===== config.mk =====
export PLATFORM = sky130hd
export DESIGN_NAME = video_timing_gen
export DESIGN_NICKNAME = d
export VERILOG_FILES = /design/src/rtl/video_pkg.sv /design/src/rtl/video_pattern_gen.sv /design/src/rtl/video_timing_gen.sv
export SDC_FILE = /design/constraint.sdc
export NUM_CORES = 1
export LEC_CHECK = 0
export CAP_MARGIN = 20
export CORE_MARGIN = 8
export CORE_UTILIZATION = 30
export CTS_BUF_LIST = sky130_fd_sc_hd__clkbuf_4
export CTS_CLUSTER_SIZE = 25
export DETAILED_ROUTE_END_ITERATION = 6
export HOLD_SLACK_MARGIN = 0.12
export PLACE_DENSITY = 0.54
export SLEW_MARGIN = 0
export SYNTH_ARGS = -nofsm -noshare
export SYNTH_HDL_FRONTEND = slang
export SYNTH_SLANG_ARGS = --single-unit

===== constraint.sdc =====
create_clock -name clk_i -period 5.1 [get_ports clk_i]
set_input_delay 1.02 -clock clk_i [delete_from_list [all_inputs] [get_ports clk_i]]
set_output_delay 1.02 -clock clk_i [all_outputs]
set_load 0.02 [all_outputs]

===== src/rtl/video_pkg.sv =====
// video_pkg: shared timing defaults, FSM and pattern enums,
// colour-bar table and output bundle for video_timing_gen.
package video_pkg;

  // 1080p60 timing
  localparam int H_ACTIVE_D = 1920;
  localparam int H_FP_D     = 88;
  localparam int H_SYNC_D   = 44;
  localparam int H_BP_D     = 148;
  localparam int V_ACTIVE_D = 1080;
  localparam int V_FP_D     = 4;
  localparam int V_SYNC_D   = 5;
  localparam int V_BP_D     = 36;

  typedef enum logic [1:0] {
    ST_OFF,
    ST_RUN,
    ST_DRAIN
  } state_e;

  typedef enum logic [1:0] {
    PAT_BARS,
    PAT_RAMP,
    PAT_CHECK,
    PAT_FLAT
  } pat_e;

  // Bar colours, left to right
  localparam logic [0:7][23:0] BAR_RGB = {
    24'hFFFFFF, 24'hFFFF00, 24'h00FFFF, 24'h00FF00,
    24'hFF00FF, 24'hFF0000, 24'h0000FF, 24'h000000
  };

  typedef struct packed {
    logic [23:0] rgb;
    logic [1:0]  vh_blank;
    logic [2:0]  dvh_sync;
    logic        fs;
  } vid_out_t;

endpackage


===== src/rtl/video_pattern_gen.sv =====
// video_pattern_gen: combinational test pattern for pixel (x, y).
// Ports: x, y counters, frame_cnt, pat_sel in; rgb out.
module video_pattern_gen
  import video_pkg::*;
#(
  parameter int H_ACTIVE = H_ACTIVE_D
) (
  input  logic [11:0] x,
  input  logic [11:0] y,
  input  logic [7:0]  frame_cnt,
  input  pat_e        pat_sel,
  output logic [23:0] rgb
);

  localparam int BW = H_ACTIVE / 8;

  logic [2:0] idx;
  logic       chk;
  logic       unused;

  // Bar index: count thresholds passed, no divider
  always_comb begin
    idx = '0;
    for (int k = 1; k < 8; k++) begin
      if (x >= 12'(k * BW)) idx = 3'(k);
    end
  end

  assign chk = x[6] ^ y[6] ^ frame_cnt[5];

  assign unused = ^{y[11:7], y[5:0],
                    frame_cnt[7:6], frame_cnt[4:0]};

  always_comb begin
    rgb = '0;
    unique case (pat_sel)
      PAT_BARS:  rgb = BAR_RGB[idx];
      PAT_RAMP:  rgb = {3{x[10:3]}};
      PAT_CHECK: rgb = {24{chk}};
      PAT_FLAT:  rgb = 24'h808080;
      default:   rgb = '0;
    endcase
  end

endmodule


===== src/rtl/video_timing_gen.sv =====
// video_timing_gen: raster counters, run/drain FSM and registered
// video outputs (rgb, blanks, syncs, frame start, frame count).
// Ports: clk_i, rst_ni, cen_i, en_i, pat_sel_i in;
// vid_rgb_o, vh_blank_o, dvh_sync_o, frame_start_o, frame_cnt_o out.
module video_timing_gen
  import video_pkg::*;
#(
  parameter int H_ACTIVE = H_ACTIVE_D,
  parameter int H_FP     = H_FP_D,
  parameter int H_SYNC   = H_SYNC_D,
  parameter int H_BP     = H_BP_D,
  parameter int V_ACTIVE = V_ACTIVE_D,
  parameter int V_FP     = V_FP_D,
  parameter int V_SYNC   = V_SYNC_D,
  parameter int V_BP     = V_BP_D
) (
  input  logic        clk_i,
  input  logic        rst_ni,
  input  logic        cen_i,
  input  logic        en_i,
  input  logic [1:0]  pat_sel_i,
  output logic [23:0] vid_rgb_o,
  output logic [1:0]  vh_blank_o,
  output logic [2:0]  dvh_sync_o,
  output logic        frame_start_o,
  output logic [7:0]  frame_cnt_o
);

  localparam int H_TOT = H_ACTIVE + H_FP + H_SYNC + H_BP;
  localparam int V_TOT = V_ACTIVE + V_FP + V_SYNC + V_BP;

  localparam logic [11:0] H_LAST = 12'(H_TOT - 1);
  localparam logic [11:0] V_LAST = 12'(V_TOT - 1);
  localparam logic [11:0] HA  = 12'(H_ACTIVE);
  localparam logic [11:0] VA  = 12'(V_ACTIVE);
  localparam logic [11:0] HS0 = 12'(H_ACTIVE + H_FP);
  localparam logic [11:0] HS1 = 12'(H_ACTIVE + H_FP + H_SYNC);
  localparam logic [11:0] VS0 = 12'(V_ACTIVE + V_FP);
  localparam logic [11:0] VS1 = 12'(V_ACTIVE + V_FP + V_SYNC);

  state_e      state_q;
  logic [11:0] h_q;
  logic [11:0] v_q;
  logic [7:0]  fc_q;
  pat_e        pat_q;
  vid_out_t    out_q;
  vid_out_t    pix;

  logic        go;
  logic        at_org;
  logic        h_end;
  logic        wrap;
  logic        hb;
  logic        vb;
  logic        de;
  pat_e        pat_cur;
  logic [23:0] rgb;

  assign go     = (state_q != ST_OFF) || en_i;
  assign at_org = (h_q == '0) && (v_q == '0);
  assign h_end  = h_q == H_LAST;
  assign wrap   = h_end && (v_q == V_LAST);
  assign hb     = h_q >= HA;
  assign vb     = v_q >= VA;
  assign de     = !hb && !vb;

  // New select takes effect on the frame's first pixel
  assign pat_cur = at_org ? pat_e'(pat_sel_i) : pat_q;

  video_pattern_gen #(
    .H_ACTIVE (H_ACTIVE)
  ) u_pat (
    .x         (h_q),
    .y         (v_q),
    .frame_cnt (fc_q),
    .pat_sel   (pat_cur),
    .rgb       (rgb)
  );

  always_comb begin
    pix          = '0;
    pix.rgb      = de ? rgb : '0;
    pix.vh_blank = {vb, hb};
    pix.dvh_sync = {de,
                    (v_q >= VS0) && (v_q < VS1),
                    (h_q >= HS0) && (h_q < HS1)};
    pix.fs       = at_org;
  end

  always_ff @(posedge clk_i or negedge rst_ni) begin
    if (!rst_ni) begin
      state_q <= ST_OFF;
      h_q     <= '0;
      v_q     <= '0;
      fc_q    <= '0;
      pat_q   <= PAT_BARS;
      out_q   <= '0;
    end else if (cen_i) begin
      if (!go) begin
        out_q <= '0;
      end else begin
        out_q <= pix;
        if (at_org) pat_q <= pat_cur;
        h_q <= h_end ? '0 : h_q + 12'd1;
        if (h_end) v_q <= wrap ? '0 : v_q + 12'd1;
        // Frame end with en low leaves for OFF
        if (wrap) fc_q <= en_i ? fc_q + 8'd1 : '0;
        unique case (state_q)
          ST_OFF: state_q <= ST_RUN;
          ST_RUN: begin
            if (!en_i) state_q <= wrap ? ST_OFF : ST_DRAIN;
          end
          ST_DRAIN: begin
            if (en_i) state_q <= ST_RUN;
            else if (wrap) state_q <= ST_OFF;
          end
          default: state_q <= ST_OFF;
        endcase
      end
    end
  end

  assign vid_rgb_o     = out_q.rgb;
  assign vh_blank_o    = out_q.vh_blank;
  assign dvh_sync_o    = out_q.dvh_sync;
  assign frame_start_o = out_q.fs;
  assign frame_cnt_o   = fc_q;

endmodule

* Yosys cells after proc, flatten, opt, wreduce, memory -nomap -nowiden *
Memory sizes are Yosys's and may differ from the RTL's.
Cells that the tools add are included.

cells by class
  add/subtract/negate cells = 3
  order comparisons = 14
  eq/ne operators = 9
  mux-type cells = 21
  bitwise logic cells = 3
  reduce and logical (&&, ||, !) cells = 18

operators by type and width
  kind                                                    number
  one-hot mux 24 bit (4 select lines)                     1
  >= comparator 12 x 11 -> 1 bit (second input constant)  7
  2-to-1 mux 24 bit                                       3
  2-to-1 mux 30 bit                                       1
  adder 12 x 1 -> 12 bit (second input constant)          2
  >= comparator 12 x 10 -> 1 bit (second input constant)  2
  zero test 12 bit                                        2
  2-to-1 mux 12 bit                                       2
  2-to-1 mux 2 bit                                        7
  == test 12 x 11 -> 1 bit (second input constant)        1
  == test 12 bit (second input constant)                  1
  >= comparator 12 x 8 -> 1 bit (second input constant)   1
  >= comparator 12 x 9 -> 1 bit (second input constant)   1
  < comparator 12 x 11 -> 1 bit (second input constant)   1
  < comparator 12 bit (second input constant)             1
  2-to-1 mux 3 bit                                        4
  AND reduction 3 bit                                     3
  adder 8 x 1 -> 8 bit (second input constant)            1
  2-to-1 mux 8 bit                                        1
  == test 2 bit (second input constant)                   3
  one-hot mux 2 bit (3 select lines)                      1
  logical AND 1 bit                                       5
  == test 2 x 1 -> 1 bit (second input constant)          2
  >= comparator 4 bit (second input constant)             1
  other kinds (11)                                        14

storage, ports and cells
  flip-flop bits (word level) = 66
  ROM bits = 192
  input port bits = 6
  memories = 1

memory list
  name              words  bits a word  rd ports  clocked after memory_dff  wr ports  line                     RTL
  (name not given)  8      24           1         0                         0         video_pattern_gen.sv:37  PAT_BARS: rgb = BAR_RGB[idx];

* Longest topological paths before layout *
Gate-level depths: netlist of the first run.

  word-level depth = 15
  gate-level depth with buffers = 9
  mapped depth without buffers = 8

* Cells and area by module *
Synthesis of the first run repeated with hierarchy kept, for this count alone.

unflattened totals
  cell total of the unflattened synthesis = 353
  area total of the unflattened synthesis = 3535.9 µm²

modules (own cells, without submodules)
  module             times used  cells each  area each (µm²)  seq. area each (µm²)
  video_timing_gen   1           285         3163.0           1651.6
  video_pattern_gen  1           68          372.9            0.0

* Worst setup path before layout of the first run *
Ideal clock, no wire load.

  path type = input-to-reg
  start point = input port en_i
  end point = register fc_q[7] (netlist: frame_cnt_o[7])
  setup time = 0.121 ns
  arrival = 2.349 ns
  required time = 4.979 ns
  setup slack = 2.630 ns
  stages on the path = 6
  buffers on the path = 1
  cells stage by stage = o31ai_1 > nor2_2 > nand2_1 > buf_2 > o31ai_1 > a22o_1

between the ends
  cells in the longest elaborated chain, start to end = 2
  elaborated cells between the ends (all ways) = 3
  classes of those cells = mux (1); reduce/logical (2)

RTL lines
  element                        line                     RTL
  start: declaration             video_timing_gen.sv:20   input logic en_i,
  logical OR 1 bit               video_timing_gen.sv:59   assign go = (state_q != ST_OFF) || en_i;
  AND reduction 3 bit (no line)  n/a
  end signal: assignment         video_timing_gen.sv:107  if (wrap) fc_q <= en_i ? fc_q + 8'd1 : '0;
  end: declaration               video_timing_gen.sv:44   logic [7:0] fc_q;

Several ways; a longest one is shown, not always the timed one.
A chain may end at the register's enable or synchronous reset.

==> results.yml, run 1 <==
yosys:
  yosysMostFrequentCell: "dfrtp_1"
  synth_compound_area_share_pct: 20.3
  netlist.area_leader.share_pct: 49.3
  synth-simple-area-share_pct: 19.0
  synth_edf_count: 0
  yosysUniqueCellTypes: 49
  netlist_area_sq_um: 3350
  synth_largest_area_cell: "dfrtp_1"
  synth_xor_area_share_pct: 3.40
  synth_mux_area_share_pct: 2.20
  ys_top_cells_by_area: "dfrtp_1 (49%), o2bb2ai_1 (7.1%), nand2_1 (3.9%)"
  syn_area_per_cell_sq_um: 9.74
  synthAdderAreaFrac_pct: 1.87
  synthCells: 344
  synth_flop_cell: "dfrtp_1"
  synth_top_family_by_area: "compound AO/OA/AOI/OAI gates"
  synth_fp_nets: 355
  ys_seq_elements: 66
  yosysWarnings: 0
  yosysSeqAreaShare_pct: 49.3
  async_flop_share_pct: 100
  synthTopCellsByCount: "dfrtp_1 (66), nand2_1 (35), o2bb2ai_1 (27)"
placed_design:
  place_area_sq_um: 3890
  io_buffers: 43
  gp_routability_congestion: 0.790
  dpl.hpwl_mm: 6.00
finish:
  syn2layout_area_growth_pct: 20.6
  nets: 392
  fin_area_sq_um: 4040
  drive_gt1_share_pct: 7.01
timing:
  fin_tns_setup_ps: 0
  period_share_pct: 63.8
  rsz0062_at_grt: "false"
  fmax_ghz: 0.308
  slew_viol_final: 0
  max_slew_margin_pct: 37.8
  layout_min_cycle_time_ps: 3250
  hold_violations: 0
  finalSetupViolations: 0
  skew_ps: 22.9
  worst_slew_pin_slew_ps: 931
route:
  drt_iter0_drc: 241
  num_vias: 2814
  routed_wl_mm: 8.68
  viasPerCell: 5.35
  drc: 0
  drtAntennaViolNets: 0
  first_pass_iters: 5
  routedWlPerCell_um: 16.5
global_route:
  grt_pass1_vias: 2784
  antenna_found_initial: 1
  grt_overflow: 0
  grt_usage_pct: 12.3
  grt_max_degree: 67
  grt_pass1_wl_mm: 14.7
setup_path:
  cp.arrival_ps: 3520
  slowest_stage: "inv_1"
  crit_type: "in2reg"
  critPathMaxFanout: 31
  ff2ff_path_depth: 6
  end_kind: "flip-flop"
  ff2ff_setup_slack_ps: 1950
  path_cells: "clkdlybuf4s50_1, inv_1, nor2_1, and3_1, o21ai_1, o2bb2ai_1"
  setup.worst_path.start_class: "input port"
  cp.required_ps: 5360
  cp_slowest_stage_delay_ps: 720
floorplan:
  die_h_um: 122
  initial_utilization_pct: 30.8
  die_w_um: 122
  top_level_ports: 44
  core_sq_um: 10900
  rows: 38
  die_area_sq_um: 14800
clocking:
  clkLatencyLatePin_ps: 420
  cts_setup_buffers: 0
  clockBufferDepth: 2
  root_buffer: "clkbuf_4"
  ctsHoldBuffers: 0
  cts_tree: "done"
  clk_pin_slew_worst_paths_ps: 100
  clock-sinks: 66
  cts_resized: 0
  cts_made_buffers: 9
  htree_levels: 3
pwr:
  power_density_nw_per_um2: 276
  ir_drop_uv: 128
  p_leak_nw: 1.68
  totalPowerFinal_w: 0.00112
worst_hold_path:
  whs_path_depth: 1
  holdCritPathClass: "reg2reg"
run:
  drv_cap: 0
run_status:
  status: "completed"
## flip-flops by register name, indices dropped and copies added, names as in the netlist
signal         cells
frame_start_o      1
frame_cnt_o        8
pat_q              2
state_q            2
h_q               12
v_q               12
vid_rgb_o         24
dvh_sync_o         3
vh_blank_o         2
## layout make-up
| type | count | area (sq um) |
|---|---|---|
| repair buffers | 46 | 448 |
| clock inverters | 6 | 82.6 |
| diodes | 1 | 2.50 |
| multi-input cells | 246 | 1570 |
| inverters | 12 | 45.0 |
| flip-flops and latches | 66 | 1650 |
| well taps | 140 | 175 |
| clock buffers | 9 | 67.6 |
| fillers | 1081 | 6850 |
## power breakdown
group	internal, W	switching (W)	total [W]
registers	0.000549	0.0000543	0.000603
logic	0.0000497	0.0000761	0.000126
clock network	0.000194	0.000195	0.000388
## worst paths after layout
| kind | start | to |
|---|---|---|
| min | frame_start_o | frame_start_o |
| max | cen_i | vid_rgb_o[5] |
| min in group asynchronous | rst_ni | state_q[0] |
| max in group asynchronous | rst_ni | vid_rgb_o[22] |
| max reg2reg | h_q[6] | frame_cnt_o[3] |
| min reg2reg | frame_start_o | frame_start_o |
## worst max-delay path: cells and delay by family
family,cells,cell delay [ps]
simple gates,2,700
compound gates,2,570
buf+inv,2,1220
## metrics by stage
| stage | utilization [%] | worst slack [ps] | instances | hold WS [ps] |
|---|---|---|---|---|
| 2_1_floorplan | - | 2630 | 344 | 480 |
| 3_3_place_gp | 35.7 | 1440 | 510 | 474 |
| 3_5_place_dp | 35.7 | 1390 | 510 | 475 |
| 4_1_cts | 37.1 | 1830 | 525 | 506 |
| 5_1_grt | 37.1 | 1560 | 526 | 519 |
| 6_report | 37.1 | 1850 | 526 | 494 |
## layout by cell type (no fill, tap or decap), types with 7 or more instances in the layout
master / Yosys / layout
inv_1: 12 / 12
nand2_1: 35 / 35
xnor2_1: 7 / 7
o2bb2ai_1: 27 / 27
clkdlybuf4s50_1: 0 / 42
nand4_1: 8 / 8
o21ai_0: 25 / 25
nor4_1: 7 / 7
nor2_1: 20 / 20
nand3_1: 18 / 18
a21oi_1: 16 / 16
dfrtp_1: 66 / 66
clkbuf_4: 0 / 9
and3_1: 8 / 8
## metal layers
layer	part of all wire [%]	vias to the layer above	track usage, %	routed length (um)
met4	1.6	0	5.17	135
met5	0	-	0	0
met2	45	73	18.5	3950
met1	49	1386	16.8	4230
li1	-	1343	-	-
met3	4.2	12	2.64	363
## logic make-up (layout without fill, tap and decap cells)
logic type               after synthesis  count (layout)
multiplexers                           7               7
other                                  0               1
AO/OA/AOI/OAI                         98              98
XOR/XNOR                              13              13
flip-flops                            66              66
AND/OR/NAND/NOR                      123             123
adder cells (fa/ha/maj)                5               5
buffers and inverters                 32              73
Power figures use the tool's default switching activity.
==> inputs of run 2 (changes only) <==
==> constraint.sdc (replaced) <==
create_clock -name clk_i -period 3 [get_ports clk_i]
set_input_delay 0.6 -clock clk_i [delete_from_list [all_inputs] [get_ports clk_i]]
set_output_delay 0.6 -clock clk_i [all_outputs]
set_load 0.02 [all_outputs]
==> run 2 against run 1 <==
  * Sequential power is 65% higher
  * Count of clock-buffer cells in the layout is 1 higher
  * Via count decreased by 1.0%
  * Die area did not move
  * Sequential share of layout area is 1.0 points lower
  * Cell count grew 2.7%
==> results.yml, run 2 (synthesis gave the netlist of run 1 again) <==
setup_path:
  end_kind: "flip-flop"
  reg2reg_from: "v_q[0]"
  setup.worst_path.start_class: "flip-flop"
  cp.required_ps: 3250
  crit_type: "reg2reg"
  r2r_end: "vid_rgb_o[7]"
  cp.arrival_ps: 2960
  critPathMaxFanout: 8
  ff2ff_path_depth: 8
  ff2ff_setup_slack_ps: 300
clocking:
  cts_made_buffers: 9
  root_buffer: "clkbuf_4"
  clk_pin_slew_worst_paths_ps: 100
  clockBufferDepth: 2
  cts_tree: "done"
  clkLatencyLatePin_ps: 410
  clock-sinks: 66
  cts_resized: 0
  htree_levels: 3
pwr:
  p_leak_nw: 1.74
  ir_drop_uv: 185
  power_density_nw_per_um2: 463
finish:
  final_common_cell: "dfrtp_1"
  nets: 405
  drive_gt1_share_pct: 10.0
  layout_common_cells: "dfrtp_1 (66), clkdlybuf4s50_1 (42), nand2_1 (35)"
  fillers: 1100
  syn2layout_area_growth_pct: 23.7
  largest_reg_flops: 24
placed_design:
  dpl.hpwl_mm: 6.30
  gp_routability_congestion: 0.822
  io_buffers: 43
  dp_slack_ps: 287
timing:
  slew_viol_final: 0
  period_share_pct: 90.1
  fin_tns_setup_ps: 0
  finalSetupViolations: 0
  worst_slew_pin_slew_ps: 781
  hold_violations: 0
  worst_slack_ps: 296
  skew_ps: 20.6
  fmax_ghz: 0.370
  rsz0062_at_grt: "false"
  layout_min_cycle_time_ps: 2700
  max_slew_margin_pct: 47.6
global_route:
  grt_max_degree: 31
  grt_pass1_wl_mm: 14.8
  antenna_found_initial: 1
  gr-usage-met1_pct: 16.1
  grt_overflow: 0
  grt_usage_pct: 12.4
  grt_pass1_vias: 2850
  use_met3_pct: 2.87
  use_met2_pct: 19.4
  busiest_layer: "met2"
route:
  drc: 0
  num_vias: 2785
  routed_wl_mm: 8.71
  drtAntennaViolNets: 0
  first_pass_iters: 4
  routedWlPerCell_um: 16.1
  drt_iter0_drc: 181
  viasPerCell: 5.16
floorplan:
  die_h_um: 122
  die_w_um: 122
  rows: 38
  core_sq_um: 10900
  die_area_sq_um: 14800
  top_level_ports: 44
  initial_utilization_pct: 30.8
run_status:
  status: "completed"
worst_hold_path:
  min_from: "dvh_sync_o[0]"
  whs_path_depth: 1
  hold_path_end: "dvh_sync_o[0]"
  holdCritPathClass: "reg2reg"
run:
  drv_cap: 0
run 2: how the worst max path moves through the flow:
| stage | start | endpoint | slack [ps] | cells after the start |
|---|---|---|---|---|
| 2_1_floorplan | h_q[6] | v_q[9] | 680 | 7 |
| 3_3_place_gp | v_q[0] | vid_rgb_o[7] | 380 | 8 |
| 3_5_place_dp | v_q[0] | vid_rgb_o[2] | 290 | 8 |
| 4_1_cts | v_q[0] | vid_rgb_o[7] | 260 | 8 |
| 5_1_grt | v_q[0] | vid_rgb_o[7] | 20 | 8 |
| 6_report | v_q[0] | vid_rgb_o[7] | 300 | 8 |
run 2: power by group:
| part | internal [W] | switching (W) | total [W] |
|---|---|---|---|
| registers | 0.000933 | 0.0000613 | 0.000994 |
| logic | 0.000103 | 0.000163 | 0.000266 |
| clock network | 0.000342 | 0.000320 | 0.000662 |
run 2: cell type report:
class	instances	area, sq um	area share [%]
flip-flops and latches	66	1650	39.8
multi-input cells	246	1570	37.8
repair buffers	59	548	13.2
well taps	140	175	4.22
clock inverters	6	81.3	1.96
clock buffers	10	75.1	1.81
inverters	12	45.0	1.09
diodes	1	2.50	0.0603
run 2: through the flow:
| step | std cells | total power, W | utilization, % | area (sq um) | hold WS, ps |
|---|---|---|---|---|---|
| 4_1_cts | 539 | 0.00194 | 38.1 | 4150 | 505 |
| 5_1_grt | 540 | 0.00202 | 38.1 | 4150 | 518 |
| 2_1_floorplan | 344 | 0.00116 | - | 3350 | 304 |
| 3_3_place_gp | 522 | 0.00128 | 36.5 | 3980 | 464 |
| 3_5_place_dp | 522 | 0.00128 | 36.5 | 3980 | 476 |
| 6_report | 540 | 0.00192 | 38.1 | 4150 | 499 |
run 2: timing repair:
| action | CTS | global route |
|---|---|---|
| buffers inserted | 0 | 0 |
| hold endpoints to repair | 14 | 0 |
| hold buffers | 1 | 0 |
run 2: metal layers:
metal	vias up	share of wire, %
met5	-	0
met4	0	2.0
met3	13	4.2
met2	59	47
met1	1345	47
li1	1368	-
run 2: critical path: stages, from the launching register on:
cell and delay (ps):
dfrtp_1 440, inv_1 80, ha_1 130, or3b_1 370, nor3_1 230, and4b_1 380, mux2i_1 150, o21ai_1 630
o2bb2ai_1 160
